File: src/rtl/kernel_ram_pkg.sv
// Shared definitions for the kernel RAM arbiter: default geometry of the
// 10240x32 on-chip RAM and the requester index type.
package kernel_ram_pkg;

   localparam int ADDR_W = 14;
   localparam int DATA_W = 32;
   localparam int DEPTH  = 10240;

   typedef enum logic {
      PORT0 = 1'b0,
      PORT1 = 1'b1
   } port_e;

endpackage

File: src/rtl/kernel_ram_rr_grant.sv
// Two-way round-robin grant. On contention the port that did not win last
// time is granted; `last` follows every granted request.
module kernel_ram_rr_grant
   import kernel_ram_pkg::*;
(
   input  logic  clk,
   input  logic  reset_n,
   input  logic  req0_i,
   input  logic  req1_i,
   output logic  gnt0_o,
   output logic  gnt1_o,
   output port_e win_o
);

   port_e last_q, last_d;
   logic  valid;

   // NOTE: combinational blocks assign every output a default first so no latch is inferred.
   always_comb begin
      win_o  = PORT0;
      valid  = reset_n & (req0_i | req1_i);
      last_d = last_q;
      if (req0_i && req1_i)
         win_o = (last_q == PORT0) ? PORT1 : PORT0;
      else if (req1_i)
         win_o = PORT1;
      if (valid)
         last_d = win_o;
   end

   assign gnt0_o = valid & (win_o == PORT0);
   assign gnt1_o = valid & (win_o == PORT1);

   // NOTE: state registers use non-blocking assignments; reset is sampled on the clock edge.
   always_ff @(posedge clk) begin
      if (!reset_n)
         last_q <= PORT1;
      else
         last_q <= last_d;
   end

endmodule

File: src/rtl/kernel_ram_arbiter.sv
// Round-robin arbiter sharing the single-port kernel RAM between the Nios II
// data master (port 0) and the DDS table engine (port 1).
module kernel_ram_arbiter #(
   parameter int ADDR_W = kernel_ram_pkg::ADDR_W,
   parameter int DATA_W = kernel_ram_pkg::DATA_W,
   parameter int DEPTH  = kernel_ram_pkg::DEPTH
) (
   input  logic                  clk,
   input  logic                  reset_n,
   input  logic [ADDR_W-1:0]     p0_address,
   input  logic [DATA_W/8-1:0]   p0_byteenable,
   input  logic                  p0_read,
   input  logic                  p0_write,
   input  logic [DATA_W-1:0]     p0_writedata,
   output logic                  p0_waitrequest,
   output logic [DATA_W-1:0]     p0_readdata,
   output logic                  p0_readdatavalid,
   input  logic [ADDR_W-1:0]     p1_address,
   input  logic [DATA_W/8-1:0]   p1_byteenable,
   input  logic                  p1_read,
   input  logic                  p1_write,
   input  logic [DATA_W-1:0]     p1_writedata,
   output logic                  p1_waitrequest,
   output logic [DATA_W-1:0]     p1_readdata,
   output logic                  p1_readdatavalid,
   output logic [ADDR_W-1:0]     ram_address,
   output logic [DATA_W/8-1:0]   ram_byteenable,
   output logic                  ram_chipselect,
   output logic                  ram_write,
   output logic                  ram_clken,
   output logic [DATA_W-1:0]     ram_writedata,
   input  logic [DATA_W-1:0]     ram_readdata
);
   import kernel_ram_pkg::*;

   localparam logic [ADDR_W:0] DEPTH_C = DEPTH[ADDR_W:0];

   logic                gnt0, gnt1, accept, in_range, rd_acc;
   port_e               win;
   logic                w_rd, w_wr;
   logic [ADDR_W-1:0]   w_addr;
   logic [DATA_W/8-1:0] w_be;
   logic [DATA_W-1:0]   w_wdata;

   logic  rd_pend_q, rd_pend_d;
   port_e rd_port_q, rd_port_d;
   logic  rd_oor_q,  rd_oor_d;

   kernel_ram_rr_grant u_grant (
      .clk     (clk),
      .reset_n (reset_n),
      .req0_i  (p0_read | p0_write),
      .req1_i  (p1_read | p1_write),
      .gnt0_o  (gnt0),
      .gnt1_o  (gnt1),
      .win_o   (win)
   );

   always_comb begin
      w_rd    = p0_read;
      w_wr    = p0_write;
      w_addr  = p0_address;
      w_be    = p0_byteenable;
      w_wdata = p0_writedata;
      if (win == PORT1) begin
         w_rd    = p1_read;
         w_wr    = p1_write;
         w_addr  = p1_address;
         w_be    = p1_byteenable;
         w_wdata = p1_writedata;
      end
   end

   // Out-of-range commands are still accepted but never reach the RAM.
   assign accept         = gnt0 | gnt1;
   assign in_range       = {1'b0, w_addr} < DEPTH_C;
   assign rd_acc         = accept & w_rd & ~w_wr;
   assign ram_chipselect = accept & in_range;
   assign ram_write      = ram_chipselect & w_wr;
   assign ram_address    = w_addr;
   assign ram_byteenable = w_be;
   assign ram_writedata  = w_wdata;
   assign ram_clken      = reset_n;

   assign p0_waitrequest = ~reset_n | ((p0_read | p0_write) & ~gnt0);
   assign p1_waitrequest = ~reset_n | ((p1_read | p1_write) & ~gnt1);

   always_comb begin
      rd_pend_d = rd_acc;
      rd_port_d = rd_port_q;
      rd_oor_d  = rd_oor_q;
      if (rd_acc) begin
         rd_port_d = win;
         rd_oor_d  = ~in_range;
      end
   end

   always_ff @(posedge clk) begin
      if (!reset_n) begin
         rd_pend_q <= 1'b0;
         rd_port_q <= PORT0;
         rd_oor_q  <= 1'b0;
      end else begin
         rd_pend_q <= rd_pend_d;
         rd_port_q <= rd_port_d;
         rd_oor_q  <= rd_oor_d;
      end
   end

   // A return in flight when reset asserts is dropped, hence the reset_n gate.
   assign p0_readdatavalid = reset_n & rd_pend_q & (rd_port_q == PORT0);
   assign p1_readdatavalid = reset_n & rd_pend_q & (rd_port_q == PORT1);
   assign p0_readdata = (p0_readdatavalid & ~rd_oor_q) ? ram_readdata : '0;
   assign p1_readdata = (p1_readdatavalid & ~rd_oor_q) ? ram_readdata : '0;

endmodule

File: config.mk
export PLATFORM = sky130hd
export DESIGN_NAME = kernel_ram_arbiter
export DESIGN_NICKNAME = d
export VERILOG_FILES = /design/src/rtl/kernel_ram_pkg.sv /design/src/rtl/kernel_ram_rr_grant.sv /design/src/rtl/kernel_ram_arbiter.sv
export SDC_FILE = /design/constraint.sdc
export NUM_CORES = 1
export LEC_CHECK = 0
export ABC_AREA = 1
export CAP_MARGIN = 30
export CORE_AREA = 2 2 101 103
export CTS_CLUSTER_SIZE = 25
export DETAILED_ROUTE_END_ITERATION = 10
export DIE_AREA = 0 0 103 105
export PLACE_DENSITY_LB_ADDON = 0.15
export SKIP_CTS_REPAIR_TIMING = 1
export SLEW_MARGIN = 20
export SYNTH_ARGS = -nofsm -noshare
export SYNTH_HDL_FRONTEND = slang
export SYNTH_SLANG_ARGS = --single-unit
File: constraint.sdc
create_clock -name clk -period 1.3 [get_ports clk]
set_clock_uncertainty 0.05 [all_clocks]
set_input_delay 0.13 -clock clk [delete_from_list [all_inputs] [get_ports clk]]
set_output_delay 0.13 -clock clk [all_outputs]
set_load 0.02 [all_outputs]
==> results of run 1 <==
-- final cells by class --
cell class              instances  area, sq um  share of cell area
inverters                      46          178              0.0365
clock buffers                   3         41.3             0.00849
flip-flops and latches          4         83.8              0.0172
multi-input cells             241         1510               0.310
well taps                     133          166              0.0342
repair buffers                291         2890               0.593
-- critical path: stages (launching register included) --
cell	delay [ns]
dfxtp_2	0.34
inv_2	0.05
nor3_4	0.22
nand2_4	0.13
clkbuf_16	0.21
nor2_4	0.08
buf_6	0.12
-- power by group through the flow --
stage	sequential, mW	combinational (mW)	clock, mW
5_1_grt	0.147	2.02	0.279
3_5_place_dp	0.146	1.90	0
6_report	0.146	1.89	0.267
3_3_place_gp	0.146	1.89	0
4_1_cts	0.144	1.91	0.279
2_1_floorplan	0.145	0.852	0
-- flip-flops by register name (all words and copies together) (netlist names) --
| signal | flops |
|---|---|
| rd_port_q | 1 |
| rd_oor_q | 1 |
| rd_pend_q | 1 |
| u_grant.last_q | 1 |
-- cell families (layout without fill, tap and decap cells) --
logic type      after synthesis  count (layout)  synth area share
simple gates                233             233             0.689
buf+inv                      63             340             0.211
compound gates                8               8            0.0388
flops                         4               4            0.0606
-- worst max path at each step --
stage / startpoint / endpoint / cells after the start
after global placement: p1_write / ram_write / 10
after CTS: p0_read / ram_writedata[17] / 8
final: rd_port_q / p1_readdata[23] / 6
after detailed placement: p0_read / ram_writedata[17] / 8
after global routing: rd_port_q / p1_readdata[31] / 6
after floorplan: rd_port_q / p0_readdata[11] / 4
-- layer usage --
layer  wire length (um)  vias up  global-route usage
met5                  0        -                   0
li1                   -     1434                   -
met1               2780     1219               0.133
met3               1050       18              0.0662
met4                293        0              0.0742
met2               4890      150               0.288
-- stage by stage --
| step | hold slack, ns | total power, mW | area [sq um] | setup TNS, ns |
|---|---|---|---|---|
| final | 0.301 | 2.30 | 4860 | -23.43 |
| after detailed placement | 0.469 | 2.05 | 4710 | -102.50 |
| after floorplan | 0.214 | 0.997 | 1860 | -0.884 |
| after CTS | 0.477 | 2.33 | 4750 | -102.80 |
| after global routing | 0.309 | 2.45 | 4860 | -32.01 |
| after global placement | 0.471 | 2.04 | 4710 | -98.28 |
-- placed cells by master, fill, tap and decap left out, types with 3 or more instances in the layout --
| cell type | instances |
|---|---|
| nor2_2 | 4 |
| nand2_2 | 8 |
| nand2_1 | 149 |
| buf_6 | 75 |
| clkbuf_2 | 26 |
| inv_2 | 4 |
| nor2_4 | 62 |
| dlymetal6s2s_1 | 5 |
| clkbuf_8 | 3 |
| clkbuf_16 | 3 |
| inv_1 | 40 |
| buf_4 | 43 |
| dfxtp_2 | 3 |
| o21ai_2 | 3 |
| nand2_4 | 3 |
| buf_12 | 6 |
| clkdlybuf4s50_1 | 133 |
==> run metrics, run 1 <==
status complete, but fails checks; failing checks setup timing; Die W 103 um; total grt overflow 0; post-synthesis cell area 1320 sq um; Hold EP rd_port_q; worst endpoint required time 1.12 ns; Final Util 0.505; clock power share 0.116; Worst Setup Start Kind flip-flop; fillers 1018; initial DRC count 43; Port Buffers 258; vias in the first global route 2763; routed via count 2821; Tcrit/Tclk final 1.20; post-synth top area share 0.449; DIE AREA 10800 sq um; maximum VDD drop 0.231 mV; Synth Register Bits 4; most instantiated cells after synthesis 158 x nand2_1, 65 x nor2_1, 43 x inv_1, 10 x buf_2; Psw 1.03 mW; vias per cell 3.93; CP arrival 1.38 ns; fmax 643 MHz; maxcap violations 0; FP Rows 36; first-pass GRT wire length 12.9 mm; Net Sw Frac 0.447; largest area contributor in the netlist nand2_1; RSZ-0062 raised after global routing true; internal power 1.27 mW; register share of total power 0.063; count leader, synth nand2_1; Layout Nets 725; crit-path max FO 8; Hold Crit Class input port to flip-flop; largest net degree at the start of global routing 39; Seq/Total Area, Yosys 0.0606; Hold Crit Start reset_n; EDFF count, synth 0; routed wire length 9.01 mm; Ports 259; min cycle time layout 1.56 ns; GRT Util Overall 0.152; GPL Wtd Cong 0.845; initial antenna violation count 0; initial core utilization 0.137; Pre-Repair DR Iteration Count 4; synth top area cells nand2_1 45%, nor2_1 18%, inv_1 12%, dfxtp_1 6.1%, buf_2 3.8%; setup violators final 118; Chip Height 105 um; CTS Root Cell clkbuf_8; top_reg_cell synth dfxtp_1; Yosys cell types 20; Avg Inst Size Synth 4.29 sq um; Synthesized Nets 446; post-DP HPWL 7.71 mm; CTS max path bufs 2; clock sinks 4; P&R area growth vs syn 268%; Wirelength per Cell 12.6 um; Routed Antenna Nets 0; Pleak 2.42 nW; number of synthesis warnings 0; DRC violations left 0; clk slew on worst S/H paths 0.03 ns; power per cell area 473 nW/um^2; r2r setup slk 0 ns; Slew @ Worst Pin 0.257 ns; R2R Path End rd_oor_q; combinational share of power 0.821; H-tree depth 1; FFs w/ async S/R, synth 0; Final Worst Setup Slack -0.256 ns; Rel. slew slack 0.828; crit path kind flip-flop to output port; Setup WS pre-CTS -0.956 ns; core area 9640 sq um; Inst Count DP 708; ANT cells 0; final hold vios 0; post-synthesis instance total 308; fin. max-slew vios 0; crit end category output port; r2r startpoint u_grant.last_q; FF-to-FF path depth 10; CTS Buf Count 3; fin cells 718; Worst-Skew Late Latency 0.22 ns; CTS tree built; depth of the worst hold-timing path 4; layout cells sized above 1 0.429
No activity file was read; power rests on OpenSTA's default activity.
==> run 2, diff against run 1 <==
- CAP_MARGIN: 30 -> 20
- CORE_AREA: 2 2 101 103 -> 2 2 99 101
- DIE_AREA: 0 0 103 105 -> 0 0 101 103
- SYNTH_HIERARCHICAL: unset -> 1
==> run 2 against run 1 <==
Against the previous run:
- the flow still finishes with violations (setup timing)
- die area is 3.8% lower
- largest cell class unchanged
- synthesized cell count increased by 4.9%
- register-to-register slack worse by 0.14 ns
- first-iteration DRC count shrank 60%
- sequential cell count stayed put
- non-clock buffer count grew 1
- combinational power is essentially flat
- critical path type unchanged
- global-route usage decreased by 1.5 points
- count of clock-buffer cells in the layout unchanged
- largest power group unchanged
- cell count down 0.42%
- wire length down 2.5%
- clock power shrank 2%
==> run metrics, run 2 <==
status complete, but fails checks (unchanged); failing checks setup timing (unchanged); post-synth top area share 0.379 (was 0.449); P&R area growth vs syn 188% (was 268%); largest net degree at the start of global routing 39 (unchanged); placed cell areas 4580 sq um (was 4710 sq um); Pre-Repair DR Iteration Count 4 (unchanged); Inst Count DP 701 (was 708); fin. max-slew vios 0 (unchanged); CTS Buf Count 3 (unchanged); Worst Setup Start Kind flip-flop (unchanged); GPL Wtd Cong 0.796 (was 0.845); synth top area cells nand2_1 38%, nor2_4 21%, inv_1 11%, nor2_1 8.1%, dfxtp_1 4.8% (was nand2_1 45%, nor2_1 18%, inv_1 12%, dfxtp_1 6.1%, buf_2 3.8%); Yosys cell types 21 (was 20); min cycle time layout 1.57 ns (was 1.56 ns); Avg Inst Size Synth 5.16 sq um (was 4.29 sq um); largest family of logic cells by synthesized area simple AND/OR/NAND/NOR gates (unchanged); fmax 638 MHz (was 643 MHz); final hold vios 0 (unchanged); core area 9460 sq um (was 9640 sq um); Routed Antenna Nets 0 (unchanged); post-synthesis cell area 1670 sq um (was 1320 sq um); Layout Nets 741 (was 725); crit path kind flip-flop to output port (unchanged); mux cell area share after synthesis 0 (unchanged); Die W 101 um (was 103 um); largest area contributor in the netlist nand2_1 (unchanged); most instantiated cells after synthesis 168 x nand2_1, 47 x inv_1, 36 x nor2_1, 31 x nor2_4 (was 158 x nand2_1, 65 x nor2_1, 43 x inv_1, 10 x buf_2); first-pass GRT wire length 11.7 mm (was 12.9 mm); Synth Area in XOR/XNOR 0 (unchanged); Hold Crit Class input port to flip-flop (unchanged); Chip Height 103 um (was 105 um); GRT Util Overall 0.137 (was 0.152); setup violators final 120 (was 118); Tcrit/Tclk final 1.21 (was 1.20); crit end category output port (unchanged); Pleak 2.48 nW (was 2.42 nW); Reg area 82.6 sq um (was 83.8 sq um); r2r startpoint u_grant/last_q (was u_grant.last_q); vias in the first global route 2599 (was 2763); total grt overflow 0 (unchanged); worst endpoint required time 1.12 ns (about the same); Worst-Skew Late Latency 0.22 ns (about the same); CTS tree built (unchanged); FFs w/ async S/R, synth 0 (unchanged); CP arrival 1.39 ns (was 1.38 ns); Final Worst Setup Slack -0.268 ns (was -0.256 ns); setup tns final -19.53 ns (was -23.43 ns); post-synthesis instance total 323 (was 308); Synthesized Nets 461 (was 446); power per cell area 483 nW/um^2 (was 473 nW/um^2); fin cells 715 (was 718); routed wire length 8.78 mm (was 9.01 mm); initial core utilization 0.176 (was 0.137); r2r setup slk -0.14 ns (was 0 ns); most frequent cells in the layout 133 x clkdlybuf4s50_1, 111 x nand2_1, 72 x buf_4, 54 x nand2_2, 48 x buf_6 (was 149 x nand2_1, 133 x clkdlybuf4s50_1, 75 x buf_6, 62 x nor2_4, 43 x buf_4); commonest non-fill, non-tap cell in the layout clkdlybuf4s50_1 (was nand2_1); top_reg_cell synth dfxtp_1 (unchanged); FP Rows 36 (unchanged); DRC violations left 0 (unchanged); Synth Register Bits 4 (unchanged); Setup WS pre-CTS -1.10 ns (was -0.956 ns); count leader, synth nand2_1 (unchanged); post-DP HPWL 6.95 mm (was 7.71 mm); Slew @ Worst Pin 0.228 ns (was 0.257 ns); CTS max path bufs 2 (unchanged); Wirelength per Cell 12.3 um (was 12.6 um); routed via count 2881 (was 2821); clock sinks 4 (unchanged); Setup crit start u_grant/last_q (was rd_port_q); layout cells sized above 1 0.463 (was 0.429); Seq/Total Area, Yosys 0.0481 (was 0.0606); finished layout cell area 4800 sq um (was 4860 sq um); R2R Path End rd_oor_q (unchanged); Synth Area in Adders 0 (unchanged); Port Buffers 258 (unchanged); Ports 259 (unchanged); Compound-Gate Fraction of Synth Area 0.0113 (was 0.0388); vias per cell 4.03 (was 3.93); DIE AREA 10400 sq um (was 10800 sq um); clk slew on worst S/H paths 0.03 ns (about the same); CTS Root Cell clkbuf_8 (unchanged); number of synthesis warnings 6 (was 0); ANT cells 0 (unchanged); maxcap violations 0 (unchanged); area of the multi-input gates 1500 sq um (was 1510 sq um); EDFF count, synth 0 (unchanged); initial antenna violation count 0 (unchanged); post-synthesis simple-gate area fraction 0.734 (was 0.689); FF-to-FF path depth 12 (was 10); Final Util 0.508 (was 0.505); fillers 953 (was 1018); initial DRC count 17 (was 43); maximum VDD drop 0.267 mV (was 0.231 mV); RSZ-0062 raised after global routing true (unchanged); Rel. slew slack 0.848 (was 0.828); crit-path max FO 8 (unchanged); Setup crit end ram_write (was p1_readdata[23]); H-tree depth 1 (unchanged)
run 2: cell types whose count changed after synthesis, sizes merged:
cell / delta
a21oi: -2
o21ai: -3
nor3b: +1
or2: +2
nor3: -2
inv: +2
nand3b: -1
buf: +1
nand2: +13
nor2: +4
run 2: layer usage:
layer,routed length [um],GRT usage,vias up,part of all wire
li1,-,-,1475,-
met1,3020,0.139,1256,0.34
met2,4900,0.277,144,0.56
met3,804,0.0400,6,0.092
met4,64,0.0281,0,0.0073
met5,0,0,-,0
run 2: worst min path at each step:
stage / start / end / slack [ns] / cells past startpoint
2_1_floorplan: reset_n / u_grant/last_q / 0.16 / 1
3_3_place_gp: rd_oor_q / rd_oor_q / 0.42 / 2
3_5_place_dp: u_grant/last_q / u_grant/last_q / 0.43 / 2
4_1_cts: rd_oor_q / rd_oor_q / 0.44 / 2
5_1_grt: reset_n / u_grant/last_q / 0.17 / 2
6_report: reset_n / u_grant/last_q / 0.15 / 2
run 2: kinds of logic (layout without fill, tap and decap cells):
| kind of cell | Yosys count | count (layout) |
|---|---|---|
| and+or+nand+nor | 250 | 251 |
| DFF | 4 | 4 |
| AOI/OAI and AO/OA | 3 | 3 |
| buffers and inverters | 66 | 343 |
run 2: cell type report:
| class | instances | area share |
|---|---|---|
| inverters | 48 | 0.0422 |
| well taps | 114 | 0.0297 |
| clock buffers | 3 | 0.00860 |
| multi-input cells | 254 | 0.313 |
| flip-flops and latches | 4 | 0.0172 |
| repair buffers | 292 | 0.589 |
run 2: report_power, final:
group	total, mW	switching (mW)	leakage, nW	internal (mW)
registers	0.143	0.00765	0.0331	0.135
logic	1.91	0.915	2.43	1.00
clock network	0.262	0.0642	0.0216	0.197
total	2.32	0.986	2.48	1.33
run 2: per-stage QoR:
stage | hold slack (ns) | total power [mW]
floorplan | 0.165 | 0.955
global placement | 0.423 | 1.92
detailed placement | 0.433 | 1.93
CTS | 0.437 | 2.20
global route | 0.166 | 2.48
finish | 0.155 | 2.32
run 2: worst max-delay path, cell delays in order, from the launching register on:
cell and delay (ns):
dfxtp_2 0.33, nand2_2 0.07, nand2_4 0.07, inv_8 0.09, nand2_1 0.10, nand2_4 0.08
nand2_2 0.05, nand2_2 0.06, nand2_2 0.07, a21oi_4 0.11, buf_6 0.13
==> run 3, diff against run 2 <==
- CTS_CLUSTER_SIZE: 25 -> unset
- TNS_END_PERCENT: unset -> 10
==> run 3 against run 2 <==
Against the previous run:
- the flow still finishes with violations (setup timing)
- wire length fell by 8.2%
- worst hold slack gained 0.17 ns
- non-clock buffer count down 2
- global-route usage is 0.13 points lower
- count of clock-buffer cells in the layout stayed put
- clock power barely moved
- worst setup slack better by 0.019 ns
- die area unchanged
- via count shrank 2.6%
- sequential share of layout area is 0.097 points higher
==> run metrics, run 3 (same netlist as run 2, synthesis figures left out) <==
status complete, but fails checks (unchanged); failing checks setup timing (unchanged); maximum VDD drop 0.314 mV (was 0.267 mV); Worst-Skew Late Latency 0.21 ns (was 0.22 ns); initial antenna violation count 0 (unchanged); crit-path max FO 10 (was 8); crit path kind flip-flop to output port (unchanged); ANT cells 0 (unchanged); Hold Crit Class input port to flip-flop (unchanged); Top delay family on crit path simple AND/OR/NAND/NOR gates (unchanged); CTS Root Cell clkbuf_8 (unchanged); H-tree depth 1 (unchanged); Critical Path Stages 10 (unchanged); min cycle time layout 1.55 ns (was 1.57 ns); Port Buffers 258 (unchanged); Tcrit/Tclk final 1.19 (was 1.21); Chip Height 103 um (unchanged); placed cell areas 4590 sq um (was 4580 sq um); Pre-Repair DR Iteration Count 4 (unchanged); Final Util 0.488 (was 0.508); finished layout cell area 4610 sq um (was 4800 sq um); Setup crit end ram_write (unchanged); Pleak 2.45 nW (was 2.48 nW); R2R Path End rd_oor_q (unchanged); fillers 965 (was 953); CP arrival 1.37 ns (was 1.39 ns); first-pass GRT wire length 11.6 mm (was 11.7 mm); GRT Util Overall 0.136 (was 0.137); Ports 259 (unchanged); CTS Buf Count 3 (unchanged); largest stage delay on the critical path 0.33 ns (about the same); critical path's slowest cell dfxtp_2 (unchanged); vias per cell 3.94 (was 4.03); fin cells 712 (was 715); Pwr Total 2.17 mW (was 2.32 mW); FP Rows 36 (unchanged); maxcap violations 0 (unchanged); GR met2 Demand/Resource 0.276 (was 0.277); Layout Nets 738 (was 741); Slew @ Worst Pin 0.264 ns (was 0.228 ns); post-DP HPWL 6.98 mm (was 6.95 mm); final hold vios 0 (unchanged); Setup crit start u_grant/last_q (unchanged); FF-to-FF path depth 12 (unchanged); vias in the first global route 2620 (was 2599); CTS max path bufs 2 (unchanged); GRT met3 Usage 0.0461 (was 0.0400); Die W 101 um (unchanged); initial DRC count 32 (was 17); routed wire length 8.07 mm (was 8.78 mm); clock sinks 4 (unchanged); setup violators final 121 (was 120); hold slack 0.327 ns (was 0.155 ns); Most Used Layer, Global Route met2 (unchanged); Rel. slew slack 0.823 (was 0.848); crit end category output port (unchanged); CTS tree built (unchanged); Final Worst Setup Slack -0.249 ns (was -0.268 ns); initial core utilization 0.176 (unchanged); RSZ-0062 raised after global routing true (unchanged); clk slew on worst S/H paths 0.03 ns (about the same); fmax 646 MHz (was 638 MHz); worst endpoint required time 1.12 ns (about the same); GR Layer Usage met1 0.136 (was 0.139); Wirelength per Cell 11.3 um (was 12.3 um); setup tns final -15.51 ns (was -19.53 ns); commonest non-fill, non-tap cell in the layout clkdlybuf4s50_1 (unchanged); routed via count 2807 (was 2881); total grt overflow 0 (unchanged); GPL Wtd Cong 0.755 (was 0.796); core area 9460 sq um (unchanged); Routed Antenna Nets 0 (unchanged); power per cell area 471 nW/um^2 (was 483 nW/um^2); largest net degree at the start of global routing 33 (was 39); Buf+Inv Stages, Crit Path 3 (was 2); DRC violations left 0 (unchanged); Inst Count DP 704 (was 701); r2r setup slk -0.19 ns (was -0.14 ns); most frequent cells in the layout 132 x clkdlybuf4s50_1, 125 x nand2_1, 88 x buf_4, 43 x inv_1, 38 x nand2_2 (was 133 x clkdlybuf4s50_1, 111 x nand2_1, 72 x buf_4, 54 x nand2_2, 48 x buf_6); crit path cell chain nand2_2 -> nand2_4 -> inv_8 -> buf_8 -> nand2_4 -> nand2_4 -> nand2_2 -> nand2_4 -> a21oi_4 -> buf_6 (was nand2_2 -> nand2_4 -> inv_8 -> nand2_1 -> nand2_4 -> nand2_2 -> nand2_2 -> nand2_2 -> a21oi_4 -> buf_6); r2r startpoint u_grant/last_q (unchanged); fin. max-slew vios 0 (unchanged); CP dominant cell by count nand2_4 (was nand2_2); Worst Setup Start Kind flip-flop (unchanged); P&R area growth vs syn 177% (was 188%); DIE AREA 10400 sq um (unchanged); layout cells sized above 1 0.421 (was 0.463); Setup WS pre-CTS -1.08 ns (was -1.10 ns)
run 3: changes by cell type in the layout (fill, tap and decap cells not counted), sizes merged:
| cell | before | now |
|---|---|---|
| buf | 143 | 140 |
| clkbuf | 16 | 13 |
| clkdlybuf4s50 | 133 | 132 |
| dlymetal6s2s | 3 | 8 |
| nand2 | 174 | 173 |
run 3: cell type report:
class                           count  area [sq um]  share of cell area
Timing Repair Buffer              290          2710               0.586
Tap cell                          114           143              0.0309
Multi-Input combinational cell    253          1440               0.312
Inverter                           48           200              0.0434
Sequential cell                     4          83.8              0.0182
Clock buffer                        3          41.3             0.00895
run 3: worst min-delay path by stage:
stage / from / end / slack (ns) / depth (start not counted)
3_5_place_dp: rd_port_q / rd_port_q / 0.48 / 2
3_3_place_gp: rd_port_q / rd_port_q / 0.47 / 2
2_1_floorplan: reset_n / u_grant/last_q / 0.16 / 1
6_report: reset_n / u_grant/last_q / 0.33 / 3
5_1_grt: reset_n / u_grant/last_q / 0.34 / 3
4_1_cts: rd_port_q / rd_port_q / 0.48 / 2
run 3: routing by layer:
metal | vias to the layer above | wire length [um]
met5 | - | 0
met2 | 149 | 4450
met4 | 0 | 63
met1 | 1183 | 2660
met3 | 6 | 895
li1 | 1469 | -
run 3: worst min-delay path: cells and delay by family:
family,cells,cell delay (ns)
and+or+nand+nor,1,0.06
buffers and inverters,2,0.36
run 3: power breakdown:
group	leakage (nW)	switching, mW	internal (mW)
clock network	0.0216	0.0632	0.197
registers	0.0336	0.00788	0.136
logic	2.40	0.865	0.905
total	2.45	0.936	1.24
